**src/rtl/maze_world.sv**
```systemverilog
// Maze environment for the ant controller: wall map, ant pose and pheromone map.
// Turns move/ph_drop commands into the sensor signals the controller reads.
module maze_world #(
   parameter int         GRID_W    = 8,
   parameter int         GRID_H    = 8,
   parameter int         PH_WIDTH  = 2,
   parameter int         START_X   = 0,
   parameter int         START_Y   = 0,
   parameter int         START_DIR = 1,
   parameter int         EXIT_X    = 7,
   parameter int         EXIT_Y    = 7,
   parameter logic [1:0] HALT      = 2'b00,
   parameter logic [1:0] RIGHT     = 2'b01,
   parameter logic [1:0] LEFT      = 2'b10,
   parameter logic [1:0] FORWARD   = 2'b11,
   localparam int        NCELLS    = GRID_W * GRID_H,
   localparam int        AW        = $clog2(NCELLS),
   localparam int        XW        = $clog2(GRID_W),
   localparam int        YW        = $clog2(GRID_H)
) (
   input  logic                clk,
   input  logic                rst_n,
   input  logic                run_en,
   input  logic                cfg_we,
   input  logic [AW-1:0]       cfg_addr,
   input  logic [3:0]          cfg_walls,
   input  logic [1:0]          move,
   input  logic [PH_WIDTH-1:0] ph_drop,
   output logic                ant_l,
   output logic                ant_r,
   output logic                hit,
   output logic                escape,
   output logic [PH_WIDTH-1:0] ph_detected,
   output logic [XW-1:0]       pos_x,
   output logic [YW-1:0]       pos_y,
   output logic [1:0]          heading,
   output logic [15:0]         step_cnt
);

   typedef enum logic [1:0] {S_CONFIG, S_RUN, S_DONE} state_t;

   localparam logic [PH_WIDTH-1:0] PH_MAX = '1;

   state_t              state;
   logic [3:0]          walls  [NCELLS];
   logic [PH_WIDTH-1:0] ph_map [NCELLS];

   logic [AW-1:0]       cur_idx;
   logic [3:0]          blocked;
   logic [XW-1:0]       nx;
   logic [YW-1:0]       ny;
   logic                at_exit;
   logic                nxt_exit;
   logic [PH_WIDTH:0]   ph_sum;

   // NOTE: every signal gets a default at the top of always_comb so no path leaves it unassigned (no latch).
   always_comb begin
      cur_idx     = AW'(pos_y) * AW'(GRID_W) + AW'(pos_x);
      // Boundary edges are always blocked; the neighbour's opposite wall bit is never consulted.
      blocked[0]  = walls[cur_idx][0] | (pos_y == '0);
      blocked[1]  = walls[cur_idx][1] | (pos_x == XW'(GRID_W - 1));
      blocked[2]  = walls[cur_idx][2] | (pos_y == YW'(GRID_H - 1));
      blocked[3]  = walls[cur_idx][3] | (pos_x == '0);
      ant_r       = blocked[heading];
      ant_l       = blocked[heading - 2'd1];
      ph_detected = ph_map[cur_idx];
      ph_sum      = {1'b0, ph_map[cur_idx]} + {1'b0, ph_drop};
      nx          = pos_x;
      ny          = pos_y;
      if (move == FORWARD && !blocked[heading]) begin
         case (heading)
            2'd0:    ny = pos_y - YW'(1);
            2'd1:    nx = pos_x + XW'(1);
            2'd2:    ny = pos_y + YW'(1);
            default: nx = pos_x - XW'(1);
         endcase
      end
      at_exit  = (pos_x == XW'(EXIT_X)) && (pos_y == YW'(EXIT_Y));
      nxt_exit = (nx == XW'(EXIT_X)) && (ny == YW'(EXIT_Y));
   end

   // NOTE: sequential state uses non-blocking assignments only, so every register samples pre-edge values.
   always_ff @(posedge clk or negedge rst_n) begin
      if (!rst_n) begin
         state    <= S_CONFIG;
         pos_x    <= XW'(START_X);
         pos_y    <= YW'(START_Y);
         heading  <= 2'(START_DIR);
         hit      <= 1'b0;
         escape   <= 1'b0;
         step_cnt <= '0;
         // NOTE: the maps are small register arrays that must read as empty after reset, so they are cleared here.
         for (int i = 0; i < NCELLS; i++) begin
            walls[i]  <= '0;
            ph_map[i] <= '0;
         end
      end else begin
         hit <= 1'b0;
         case (state)
            S_CONFIG: begin
               if (run_en) begin
                  state <= S_RUN;
               end else if (cfg_we && int'(cfg_addr) < NCELLS) begin
                  walls[cfg_addr] <= cfg_walls;
               end
            end
            S_RUN: begin
               if (!run_en) begin
                  state   <= S_CONFIG;
                  pos_x   <= XW'(START_X);
                  pos_y   <= YW'(START_Y);
                  heading <= 2'(START_DIR);
               end else if (at_exit) begin
                  state  <= S_DONE;
                  escape <= 1'b1;
               end else begin
                  // The drop lands on the pre-move cell even when FORWARD leaves it this cycle.
                  if (ph_drop != '0)
                     ph_map[cur_idx] <= ph_sum[PH_WIDTH] ? PH_MAX : ph_sum[PH_WIDTH-1:0];
                  case (move)
                     RIGHT: heading <= heading + 2'd1;
                     LEFT:  heading <= heading - 2'd1;
                     FORWARD: begin
                        if (blocked[heading]) begin
                           hit <= 1'b1;
                        end else begin
                           pos_x <= nx;
                           pos_y <= ny;
                           if (step_cnt != 16'hFFFF)
                              step_cnt <= step_cnt + 16'd1;
                           if (nxt_exit) begin
                              state  <= S_DONE;
                              escape <= 1'b1;
                           end
                        end
                     end
                     default: ;
                  endcase
               end
            end
            S_DONE:  ;
            default: state <= S_CONFIG;
         endcase
      end
   end

endmodule

```
**config.mk**
```make
export PLATFORM = sky130hd
export DESIGN_NAME = maze_world
export DESIGN_NICKNAME = d
export VERILOG_FILES = /design/src/rtl/maze_world.sv
export SDC_FILE = /design/constraint.sdc
export NUM_CORES = 1
export LEC_CHECK = 0
export BUFFER_PORTS_ARGS = -buffer_cell sky130_fd_sc_hd__buf_2
export CAP_MARGIN = 25
export CORE_MARGIN = 1.5
export CORE_UTILIZATION = 41
export DETAILED_ROUTE_END_ITERATION = 7
export PLACE_DENSITY = 0.58
export SYNTH_ARGS = -nofsm -noshare
export SYNTH_HDL_FRONTEND = slang
export SYNTH_SLANG_ARGS = --single-unit
```
**constraint.sdc**
```tcl
create_clock -name clk -period 5.45 [get_ports clk]
set_input_delay 0.8175 -clock clk [delete_from_list [all_inputs] [get_ports clk]]
set_output_delay 0.8175 -clock clk [all_outputs]
set_load 0.02 [all_outputs]
```
[Yosys cells after proc, flatten, opt, wreduce, memory -nomap -nowiden]
Cells that the tools add are included.
Cells by class
  magnitude comparators: 6
  bitwise logic cells: 10
  eq/ne operators: 21
  mux-type cells: 48
  reductions and logical operators: 21
  add/subtract/negate cells: 9
Operators with widths (count)
  $bwmux 256: 1
  $bwmux 128: 1
  $mux 3: 10
  $bmux 4 s6: 1
  $demux 4 s6: 1
  $mux 2: 12
  $add 16x1->16 const B: 1
  $ne 16x16->1 const B: 1
  $ge 7x7->1 const B: 2
  $lt 7x1->1 const B: 2
  $not 6->7: 2
  $bmux 2 s6: 1
  $demux 2 s6: 1
  $eq 3x3->1 const B: 4
  $mux 4: 3
  $ne 4x4->1 const B: 3
  $pmux 3 s2: 2
  $mux 1: 11
  $reduce_and 5->1: 2
  $eq 2x2->1 const B: 4
  $reduce_and 4->1: 2
  $add 3x1->3 const B: 2
  $add 6x3->6: 1
  $eq 2x1->1 const B: 3
  other kinds (21): 42
Word-level totals
  bits in registers: 412
  word-level logic and storage cells: 250

[Logic depth before layout (Yosys ltp)]
  depth in word-level cells: 19
  gate-level depth with buffers: 19
  depth with buffers taken out: 11

[Worst setup path after synthesis]
Ideal clock, no wire load.
  kind: register -> register
  start: register pos_x[0]
  end: register ph_map[105] in the netlist's numbering
  data required time: 5317 ps
  path buffers: 7
  slack: 965 ps
  period minus slack after synthesis: 4485 ps
  cell stages (with the launch flop): 19
  data arrival time: 4352 ps
  cell sequence: dfrtp_1 buf_6 buf_6 buf_4 buf_2 buf_1 mux2i_1 nor2_1 a21oi_1 a21oi_1 a21oi_1 o22ai_1 or4_1 ha_1 fa_1 nor2_1 clkbuf_1 clkbuf_1 a21oi_1
Between the ends
  longest elaborated chain between the ends: 8
RTL lines
  start, declared: line 34  | output logic [XW-1:0] pos_x,
  start signal, assigned: line 86  | pos_x <= XW'(START_X);
  start signal, assigned: line 110  | pos_x <= XW'(START_X);
  start signal, assigned: line 127  | pos_x <= nx;
  $add 6x3->6: line 58  | cur_idx = AW'(pos_y) * AW'(GRID_W) + AW'(pos_x);
  $not 6->7
  $bmux 2 s6
  $mux 2 (2 in a row)
  via ph_detected[0]: line 33  | output logic [PH_WIDTH-1:0] ph_detected,
  $add 2x2->3: line 67  | ph_sum = {1'b0, ph_map[cur_idx]} + {1'b0, ph_drop};
  $mux 2: line 119  | ph_map[cur_idx] <= ph_sum[PH_WIDTH] ? PH_MAX : ph_sum[PH_WIDTH-1:0];
  $bwmux 128: line 119
  end signal, assigned by index: line 119
  end, declared: line 46  | logic [PH_WIDTH-1:0] ph_map [NCELLS];
The timed path passes the listed nets, and every way through them passes these cells. The select of a mux whose other input is x is not followed.
A chain may end at the register's enable or synchronous reset.

[Worst setup path in the final report]
  start: register pos_x[0]
  end: output port ant_r
Between the ends
  longest elaborated chain between the ends: 8
RTL lines
  $add 6x3->6: line 58
  $not 6->7 (implied by the code)
  $bmux 4 s6
  $mux 4 (implied by the code) (2 in a row): line 63  | blocked[3] = walls[cur_idx][3] | (pos_x == '0);
  $or 1x1->1 (on tied branches)
  $bmux 1 s2 (*): line 64  | ant_r = blocked[heading];
  $mux 1 (implied by the code) (*): line 64
  end, declared: line 30  | output logic ant_r,
Every way passes the cells marked *; elsewhere a longest branch is shown, timed or not. The select of a mux whose other input is x is not followed.

==> out/metrics.yaml <==
floorplanning:
  dieArea_mm2: 0.0475
  die_h_um: 218
  design.core.area_mm2: 0.0455
  io_pins: 48
  start_util_pct: 41.7
  horiz_die_dim_um: 218
  placementRows: 78
pwr:
  pwr_cell_area_mw_per_mm2: 475
  total_leakage_power_uw: 0.00974
  design_power_total_uw: 10200
  peakVddDrop_v: 0.000426
clock_tree:
  cts_inserted_buffers: 42
  post_cts_hold_buffer_count: 0
  clk-insertion-delay-late_ps: 560
  cts.htree.levels: 2
  clk_root_buffer_cell: "clkbuf_16"
  cts_tree: "done"
  clock_tree.buffer_depth: 3
  number_of_clock_sinks_seen_by_cts: 392
  clock_slew_seen_by_the_registers_of_the_worst_setup_and_hold_paths_ps: 60
  post_cts_resized: 0
  postCtsSetupRepairBufs: 0
global_route:
  via_count_of_the_first_global_routing_pass: 13900
  grt_first_pass_wirelength_um: 86300
  grt_antenna_before_repair: 0
  grt_start_max_net_pins: 120
  grt_remaining_overflow: 0
  groute.usage.overall_pct: 23.7
placement:
  port-buffer-count: 47
  gp_routability_congestion: 0.854
  preCtsSetupSlack_ps: 829
  detailedPlacementHpwl_um: 36300
  placedCellCount: 2259
critical_path:
  crit_path_frequent_cell: "buf_4"
  worstPathCellList: "buf_4 -> buf_4 -> mux4_2 -> o22ai_1 -> a211oi_1 -> a211oi_1 -> nand4_1 -> o31ai_2 -> nor2_2 -> buf_4 -> buf_2"
  critPathMaxFanout: 50
  worst_path_largest_cell_delay_ps: 980
  crit_arrival_ps: 4370
  timing.setup.critical_path_class: "flop to output port"
  critical_path_required_ps: 4630
  cp_top_family: "compound AO/OA/AOI/OAI gates"
  critical_path.reg2reg.endpoint: "ph_map[48]"
  worstRegToRegCells: 11
  worstPathBufferInverterCount: 4
  setup.reg_to_reg.worst_slack_ps: 760
  critical_path.endpoint_type: "output port"
  start_kind: "flop"
  crit-reg2reg-launch: "pos_x[0]"
  crit_slowest_cell: "dfrtp_4"
run_status:
  outcome: "finished, final reports clean"
synth:
  yosysTopAreaCellShare_pct: 51.6
  synth.yosys.warnings: 0
  synth_area_leaders: "dfrtp_1 52%, mux2_2 17%, nand2_1 4.5%"
  cell_with_the_most_instances_after_synthesis: "dfrtp_1"
  syn_inst: 1675
  synth_seq_cells: 392
  synth_enable_flop_cells: 0
  avgSynthCellArea_um2: 11.3
  async_set_or_reset_register_ratio_after_synthesis_pct: 100
  netlist_top_cells_count: "391 x dfrtp_1, 278 x mux2_2, 227 x nand2_1"
  synthDominantAreaCellType: "dfrtp_1"
  net_count_after_synthesis: 1701
  yosysSeqAreaShare_pct: 51.8
  netlist-cell-type-count: 73
  synth-main-ff-cell: "dfrtp_1"
  synthesis.area_mm2: 0.0189
timing:
  setup_slack_ps: 262
  grt_setup_unrepaired: "false"
  timing.slew.headroom_pct: 28.2
  fmaxAchievable_ghz: 0.193
  worst_slew_pin_slew_ps: 1070
  final_worst_path_period_need_ps: 5190
  period_share_pct: 95.2
  finalMaxSlewViolations: 0
  setup-tns-final_ps: 0
  final-setup-viol-count: 0
  worst_clock_skew_ps: 17.5
  number_of_hold_slack_violations_in_the_final_timing_report: 0
routing:
  detailedRoute.firstIterationViolations: 1395
  drc: 0
  route.detailed.wl_per_inst_um: 23.8
  final_antenna_net_count: 0
  viasPerCell: 5.84
  drt-pass1-iter-count: 5
  routed_wirelength_um: 55500
  num_vias: 13600
layout:
  finalNetCount: 1731
  areaGrowthSynthToFinish_pct: 13.1
  antennaDiodeCount: 0
  postLayoutCoreUtil_pct: 47.1
  post_route_cells_drive_above_1_share_pct: 29.1
  post_layout_nonfiller_instances: 2336
job:
  max_cap_viol_count: 0
worst_hold_path:
  hold_path_class: "input pin to async pin"
-- cells by family after synthesis --
logic type | count (synthesis) | share of synthesized area [%]
adders and majority gates | 8 | 0.647
AOI/OAI and AO/OA | 290 | 9.69
and+or+nand+nor | 493 | 11.6
muxes | 360 | 22.9
DFF | 392 | 51.8
buffers and inverters | 117 | 2.71
xor gates and xnor gates | 15 | 0.693
-- report_power, final --
part	leakage, uW	switching [uW]	internal (uW)	total (uW)
Combinational	0.00364	2290	1110	3400
Sequential	0.00538	440	3240	3680
Clock	0.000720	1200	1890	3100
Total	0.00974	3930	6240	10200
-- sequential cells by signal (all words and copies together), names as in the netlist --
| name | flops |
|---|---|
| walls | 236 |
| ph_map | 128 |
| step_cnt | 16 |
| pos_x | 3 |
| pos_y | 3 |
| heading | 2 |
| state | 2 |
| escape | 1 |
| hit | 1 |
-- stage by stage --
step / hold slack (ps) / area (um2)
after floorplan: 424 / 18900
after global placement: 369 / 19900
after detailed placement: 378 / 19900
after CTS: 353 / 21400
after global routing: 377 / 21400
final: 294 / 21400
-- cell type report --
type,count,area (um2)
multi-input combinational,1166,8670
timing repair buffer,93,664
clock inverter,20,314
inverter,10,37.5
clock buffer,55,1170
tap,600,751
fill,4176,24000
sequential,392,9820
-- worst register-to-register path, stage by stage, from the launching register on --
cell and delay (ps):
dfrtp_4 980, nor2b_1 460, a221oi_1 410, a21oi_1 80
a21oi_1 150, o22ai_1 100, or4_1 560, ha_1 220
fa_1 480, nor2_4 380, buf_4 470, o21ai_0 240
-- cells in the final DEF (no fill, tap or decap), types with 10 or more instances in the layout --
cell type	instances
a22oi_1	21
nor2b_1	12
mux2i_1	50
dfrtp_1	388
nor3_1	16
mux4_2	30
nand3_1	21
nand2_1	227
buf_4	38
a221oi_1	19
a21oi_1	65
xor2_1	12
buf_2	46
mux2_2	278
o21ai_0	107
and3_1	15
clkbuf_16	43
nor2_1	130
a22o_1	10
o22ai_1	14
-- worst max-delay path by stage --
stage	startpoint	endpoint	slack, ps	cells past startpoint
after floorplan	pos_x[0]	ph_map[105]	960	18
after global placement	pos_x[0]	ph_map[50]	920	9
after detailed placement	pos_x[0]	ph_map[48]	830	9
after CTS	pos_x[0]	ant_r	280	11
after global routing	pos_x[0]	ant_r	60	11
final	pos_x[0]	ant_r	260	11
-- metal layers --
metal | global-route usage, % | share of wire (%) | vias to the layer above
li1 | - | - | 6094
met1 | 34.3 | 45 | 7041
met2 | 37.7 | 47 | 425
met3 | 3.04 | 5.5 | 85
met4 | 6.18 | 2.3 | 0
met5 | 0 | 0 | -
(Power assumes the default switching activity.)
